<file path="src/rtl/control_unit.sv">
// Multicycle control FSM for the RV64 datapath: FETCH/DECODE/EXECUTE/[MEM]/[WRITEBACK]/FINISH.
// Strobes are flops loaded from the next state; MEM stalls on mem_ready under a MAX_WAIT watchdog.
module control_unit #(
  parameter int WORDSIZE = 64,
  parameter int MAX_WAIT = 15
) (
  input  logic                clk,
  input  logic                reset_n,
  input  logic                run,
  input  logic [6:0]          opcode,
  input  logic                mem_ready,
  output logic                fetch,
  output logic                decode,
  output logic                rf_write_en,
  output logic                dm_write_en,
  output logic                mem_read,
  output logic                finished,
  output logic                halted,
  output logic                illegal_instr,
  output logic                mem_timeout,
  output logic [WORDSIZE-1:0] instr_count
);

  // Wait counter only ever holds 0..MAX_WAIT-1.
  localparam int WW = (MAX_WAIT > 1) ? $clog2(MAX_WAIT) : 1;

  typedef enum logic [2:0] {
    S_IDLE, S_FETCH, S_DECODE, S_EXECUTE, S_MEM, S_WRITEBACK, S_FINISH, S_HALT
  } state_t;

  typedef enum logic [2:0] {
    C_ALU, C_LOAD, C_STORE, C_BRANCH, C_SYSTEM, C_ILLEGAL
  } op_class_t;

  function automatic op_class_t classify(input logic [6:0] op);
    case (op)
      7'b0110011, 7'b0010011, 7'b0110111,
      7'b0010111, 7'b1101111, 7'b1100111: return C_ALU;
      7'b0000011:                         return C_LOAD;
      7'b0100011:                         return C_STORE;
      7'b1100011:                         return C_BRANCH;
      7'b1110011:                         return C_SYSTEM;
      default:                            return C_ILLEGAL;
    endcase
  endfunction

  state_t        state, nxt_state;
  logic [6:0]    op_q, nxt_op;
  logic [WW-1:0] wait_cnt, nxt_wait;
  logic          set_illegal, set_timeout;
  op_class_t     cur_cls, nxt_cls;

  assign cur_cls = classify(op_q);
  assign nxt_cls = classify(nxt_op);

  always_comb begin
    nxt_state   = state;
    nxt_op      = op_q;
    nxt_wait    = wait_cnt;
    set_illegal = 1'b0;
    set_timeout = 1'b0;
    case (state)
      S_IDLE:   if (run) nxt_state = S_FETCH;
      S_FETCH:  nxt_state = S_DECODE;
      S_DECODE: begin
        nxt_op = opcode;
        case (classify(opcode))
          C_SYSTEM:  nxt_state = S_HALT;
          C_ILLEGAL: begin
            nxt_state   = S_HALT;
            set_illegal = 1'b1;
          end
          default:   nxt_state = S_EXECUTE;
        endcase
      end
      S_EXECUTE: begin
        case (cur_cls)
          C_LOAD, C_STORE: begin
            nxt_state = S_MEM;
            nxt_wait  = '0;
          end
          C_BRANCH: nxt_state = S_FINISH;
          default:  nxt_state = S_WRITEBACK;
        endcase
      end
      S_MEM: begin
        if (mem_ready) begin
          nxt_wait  = '0;
          nxt_state = (cur_cls == C_LOAD) ? S_WRITEBACK : S_FINISH;
        end else if (wait_cnt == WW'(MAX_WAIT - 1)) begin
          nxt_state   = S_HALT;
          set_timeout = 1'b1;
        end else begin
          nxt_wait = wait_cnt + WW'(1);
        end
      end
      S_WRITEBACK: nxt_state = S_FINISH;
      S_FINISH:    nxt_state = run ? S_FETCH : S_IDLE;
      default:     nxt_state = S_HALT;
    endcase
  end

  // Outputs are registered images of the next state so they never glitch.
  always_ff @(posedge clk or negedge reset_n) begin
    if (!reset_n) begin
      state         <= S_IDLE;
      op_q          <= '0;
      wait_cnt      <= '0;
      fetch         <= 1'b0;
      decode        <= 1'b0;
      rf_write_en   <= 1'b0;
      dm_write_en   <= 1'b0;
      mem_read      <= 1'b0;
      finished      <= 1'b0;
      halted        <= 1'b0;
      illegal_instr <= 1'b0;
      mem_timeout   <= 1'b0;
      instr_count   <= '0;
    end else begin
      state         <= nxt_state;
      op_q          <= nxt_op;
      wait_cnt      <= nxt_wait;
      fetch         <= (nxt_state == S_FETCH);
      decode        <= (nxt_state == S_DECODE);
      rf_write_en   <= (nxt_state == S_WRITEBACK);
      dm_write_en   <= (nxt_state == S_MEM) && (nxt_cls == C_STORE);
      mem_read      <= (nxt_state == S_MEM) && (nxt_cls == C_LOAD);
      finished      <= (nxt_state == S_FINISH);
      halted        <= (nxt_state == S_HALT);
      illegal_instr <= illegal_instr | set_illegal;
      mem_timeout   <= mem_timeout | set_timeout;
      if (state == S_FINISH) instr_count <= instr_count + WORDSIZE'(1);
    end
  end

endmodule

</file>
<file path="config.mk">
export PLATFORM = sky130hd
export DESIGN_NAME = control_unit
export DESIGN_NICKNAME = d
export VERILOG_FILES = /design/src/rtl/control_unit.sv
export SDC_FILE = /design/constraint.sdc
export NUM_CORES = 1
export LEC_CHECK = 0
export ABC_CLOCK_PERIOD_IN_PS = 4300
export CORE_MARGIN = 8
export CORE_UTILIZATION = 56
export CTS_CLUSTER_SIZE = 16
export DETAILED_ROUTE_END_ITERATION = 8
export HOLD_SLACK_MARGIN = 0.03
export PLACE_DENSITY_LB_ADDON = 0.08
export SLEW_MARGIN = 20
export SYNTH_ARGS = -nofsm -noshare
export SYNTH_HDL_FRONTEND = slang
export SYNTH_SLANG_ARGS = --single-unit
</file>
<file path="constraint.sdc">
create_clock -name clk -period 4.3 [get_ports clk]
set_input_delay 1.29 -clock clk [delete_from_list [all_inputs] [get_ports clk]]
set_output_delay 1.29 -clock clk [all_outputs]
set_load 0.02 [all_outputs]
</file>
-- Word level (Yosys, flattened, before mapping)
Cells that the tools add are included.
- flip-flop bits (word level): 87
- input port bits: 11
- output and inout port bits: 73
- logic and storage cells: 101
- $add $sub $neg: 2
- equality and inequality tests: 52
- mux-type cells: 22
- bitwise logic cells: 2
- reduce and logical (&&, ||, !) cells: 10
- operators by type and width (kind ; number):
    7-bit equality test, second input constant ; 12
    64-bit by 1-bit adder with 64-bit output, second input constant ; 1
    7-bit by 6-bit equality test with 1-bit output, second input constant ; 9
    3-bit one-hot mux with 5 select lines ; 3
    7-bit by 5-bit equality test with 1-bit output, second input constant ; 6
    3-bit equality test, second input constant ; 9
    7-bit by 2-bit equality test with 1-bit output, second input constant ; 3
    3-bit one-hot mux with 7 select lines ; 1
    3-bit by 2-bit equality test with 1-bit output, second input constant ; 6
    6-bit OR reduction ; 3
    3-bit 2-to-1 mux ; 5
    3-bit by 1-bit equality test with 1-bit output, second input constant ; 4
    4-bit 2-to-1 mux ; 3
    4-bit one-hot mux with 2 select lines ; 1
    7-bit 2-to-1 mux ; 1
    1-bit 2-to-1 mux ; 6
    4-bit by 1-bit adder with 4-bit output, second input constant ; 1
    4-bit equality test, second input constant ; 1
    2-bit one-hot mux with 2 select lines ; 1
    2-bit OR reduction ; 2
    3-bit zero test ; 1
    3-bit != test, second input constant ; 1
    3-bit AND reduction ; 1
    1-bit logical AND ; 2
    4 further kinds ; 5

-- Logic depth before layout (Yosys ltp)
- depth in word-level cells: 10
- mapped depth: 8

-- Least setup slack after synthesis
No wires, ideal clock.
- path kind: input port to flip-flop
- from: input port opcode[3]
- to: register dm_write_en
- arrival: 2.357 ns
- required time: 4.150 ns
- path slack: 1.793 ns
- cell stages on the path: 5
- path buffers: 0
- cells stage by stage: or2_2 -> a21oi_1 -> o21bai_1 -> a221oi_1 -> nor4b_1
- longest elaborated chain between the ends: 10
- elaborated cells on any way between the ends: 34
- those cells by class: eq/ne (24); mux (6); reduce/logical (4)
- ends and longest elaborated chain (what ; line ; RTL):
    start: declaration ; 10 ; input logic [6:0] opcode,
    7-bit by 6-bit equality test with 1-bit output, or another cell as far along ; 36 ; case (op)
    6-bit OR reduction ; 36 ;
    3-bit one-hot mux with 5 select lines ; 36 ;
    3-bit 2-to-1 mux ; 62 ; case (state)
    3-bit equality test ; 67 ; case (classify(opcode))
    2-bit OR reduction (no source line) ; -- ;
    3-bit 2-to-1 mux ; 67 ;
    3-bit one-hot mux with 7 select lines ; 62 ;
    3-bit equality test ; 126 ; dm_write_en <= (nxt_state == S_MEM) && (nxt_cls == C_STORE);
    1-bit logical AND * ; 126 ;
    end signal: assignment ; 126 ;
    end: declaration ; 15 ; output logic dm_write_en,
Every way passes the cells marked *; elsewhere a longest branch is shown, timed or not. The select of a mux whose other input is x is not followed.
A chain may end at the register's enable or synchronous reset.

-- Worst setup path after layout
Same ends and word-level chain as after synthesis.

==> results by group <==
Drt
  – First drt pass iteration count: 4
  – Vias: 3,073
  – Final wirelength: 9000 µm
  – WL/cell: 15.9 µm
  – Antenna viol nets, final: 0
  – Starting DRT DRC Count: 108
  – DR DRC count: 0
  – Drt via density: 5.41

Die
  – Width of the die: 103 µm
  – Die ar.: 0.0105 mm²
  – Die height: 103 µm
  – Boundary Pins: 84
  – Initial Util: 57.8%
  – Core area: 0.00725 mm²
  – Cell Rows: 31

Global routing
  – Largest net degree at the start of global routing: 88
  – Initial antenna violation count: 0
  – First-pass GRT wire length: 14,600 µm
  – Total Routing Usage GR: 17.7%
  – Grt total ovfl: 0
  – Vias in the first global route: 3,106

Clock network
  – Post_cts resized: 0
  – Root buf cell: clkbuf_8
  – CTS tree: done
  – # hold bufs at CTS: 0
  – CTS Buf Count: 9
  – H-tree Lvls: 3
  – Clock transition at path regs: 0.08 ns
  – Skew-Pair Late Insertion Delay: 0.35 ns
  – CTS sink cnt: 87
  – Setup bufs post-CTS: 0
  – Max clock buf depth: 2

Placed design
  – DP HPWL: 6620 µm
  – Placer Congestion: 0.810
  – Port Buffers: 83

Power
  – Sequential power share: 49.5%
  – P_leak: 2.32 nW
  – Comb pwr share: 23.0%
  – Net Sw Power: 0.000641 W
  – Switching share of power: 30.9%
  – Peak VDD IR: 313 µV
  – P per Cell Area: 391 mW/mm²
  – Total Power: 0.00207 W
  – Clk pwr share: 27.5%
  – Internal power: 0.00143 W

Layout
  – Nets: 479
  – Layout cells sized above 1: 10.4%
  – Antenna cell count: 0
  – Filler cells: 535
  – Synth-to-layout area growth: 26.4%

Hold path
  – Hold Path Depth: 1
  – Worst hold path type: flip-flop to flip-flop

Worst setup path
  – Worst path depth: 6
  – Crit-path cells: clkdlybuf4s50_1, or2_2, a21oi_1, o21bai_1, a221oi_1, nor4b_1
  – Worst r2r dst: instr_count[62]$_DFFE_PN0N_
  – Reg-to-reg critical path startpoint: state[1]$_DFF_PN0_
  – Top cell family by delay on the critical path: compound AO/OA/AOI/OAI gates
  – Worst Setup Start Kind: input pin
  – Setup CP Type: input pin to flip-flop
  – Slowest stage cell, crit path: a221oi_1
  – Critical path capture point type: flip-flop
  – R2r setup slk: 1.93 ns
  – Crit path DAT: 3.08 ns
  – CP Data Required Time: 4.48 ns
  – Crit-path max cell delay: 0.65 ns
  – CP Max Fanout: 6
  – CP Capture Point: dm_write_en$_DFF_PN0_
  – Buffer and inverter count on the worst path: 1
  – Worst reg-to-reg path cell count: 5
  – Crit path from: opcode[3]

STA
  – Final count of hold timing violations: 0
  – Tcrit/Tclk final: 67.4%
  – Rel. slew slack: 44.3%
  – Slew @ Worst Pin: 0.832 ns
  – Setup Skew: 0.0134 ns
  – Max Fclk: 345 MHz
  – Final setup fails: 0
  – Fin. max-slew vios: 0
  – Final TNS setup: 0 ns
  – Tmin final: 2.90 ns
  – Unrepaired setup endpoints after global routing: false
  – Min Hold Slack: 0.466 ns

Yosys
  – Yosys warns: 0
  – Area leader, netlist: dfrtp_1
  – Register bit total from synthesis: 87
  – Most frequent cell after synthesis: dfrtp_1
  – Top cells by area, synth: dfrtp_1 52%, xnor2_1 7.1%, xor2_1 6.1%
  – Number of flops mapped to enable cells by yosys: 0
  – Syn Inst Count: 379
  – Syn_nets: 393
  – Register area share after synthesis: 51.9%
  – Synthesized area per cell: 11.1 µm²
  – Top cells by count, synth: 87 x dfrtp_1, 34 x xnor2_1, 29 x xor2_1
  – Cell Area, Synth: 0.00419 mm²
  – Top_reg_cell synth: dfrtp_1
  – Post-synth top area share: 51.9%
  – Post-synthesis cell type count: 50
  – Ys async rst share: 100%

Run
  – Maxcap violations: 0

Status
  – Status: finished clean
[per-stage QoR]
step,cell area [µm²],instances,worst slack [ns],utilization [%]
finish,5300,568,1.40,73.1
global route,5300,568,1.23,73.1
CTS,5300,568,1.44,73.0
detailed placement,5100,553,1.06,70.3
global placement,5100,553,1.19,70.3
floorplan,4190,379,1.79,-
[kinds of logic after synthesis]
group           synth area share, %
xor+xnor                       13.2
compound gates                 4.03
fa+ha+maj                     0.895
flops                          51.9
mux                            1.85
buf+inv                        2.74
simple gates                   25.4
[worst min-delay path by stage]
stage,startpoint,end
after floorplan,wait_cnt[3]$_DFFE_PN0P_,wait_cnt[3]$_DFFE_PN0P_
after global routing,instr_count[63]$_DFFE_PN0N_,instr_count[63]$_DFFE_PN0N_
after global placement,mem_timeout$_DFF_PN0_,mem_timeout$_DFF_PN0_
after detailed placement,illegal_instr$_DFF_PN0_,illegal_instr$_DFF_PN0_
final,instr_count[63]$_DFFE_PN0N_,instr_count[63]$_DFFE_PN0N_
after CTS,instr_count[63]$_DFFE_PN0N_,instr_count[63]$_DFFE_PN0N_
[power by group through the flow]
stage	logic, W	registers (W)	clock network [W]
finish	0.000477	0.00103	0.000569
global placement	0.000475	0.00104	0
global route	0.000529	0.00105	0.000617
floorplan	0.000314	0.00103	0
detailed placement	0.000482	0.00104	0
CTS	0.000483	0.00103	0.000585
[layout by cell type, fill, tap and decap left out, drive strengths merged, types with 2 or more instances in the layout]
cell,Yosys,routed
dfrtp,87,87
clkdlybuf4s50,0,82
xnor2,34,34
xor2,29,29
nand2,29,29
nor2,25,25
nand3,24,24
nor3,23,23
nand4,19,19
inv,16,16
clkbuf,2,12
nor4,10,10
o21ai,8,8
and3,8,8
a21oi,7,7
or3,6,6
mux2,6,6
and4,4,4
nand2b,4,4
nor4b,3,3
nor2b,3,3
or2,3,3
ha,3,3
o211ai,2,2
o21bai,2,2
and2,2,2
buf,7,2
[per-layer routing]
| metal | GRT usage (%) | vias up | part of all wire (%) | wire length (µm) |
|---|---|---|---|---|
| li1 | - | 1490 | - | - |
| met1 | 21.6 | 1501 | 45 | 4030 |
| met2 | 29.4 | 73 | 48 | 4360 |
| met3 | 4.19 | 9 | 5.6 | 501 |
| met4 | 7.67 | 0 | 1.3 | 116 |
| met5 | 0 | - | 0 | 0 |
[final cells by class]
type                            count  area [µm²]  area share, %
Timing Repair Buffer               84         840           15.8
Inverter                           16        60.1           1.13
Tap cell                           99         124           2.34
Clock buffer                       12         155           2.93
Multi-Input combinational cell    267        1900           35.9
Clock inverter                      3        42.5          0.803
Sequential cell                    87        2180           41.1
[flip-flops by register name, indices dropped and copies added, names as in the netlist]
name / cells
state: 3
finished: 1
rf_write_en: 1
instr_count: 64
halted: 1
dm_write_en: 1
wait_cnt: 4
op_q: 7
mem_read: 1
decode: 1
illegal_instr: 1
fetch: 1
mem_timeout: 1
(Power assumes the default switching activity.)
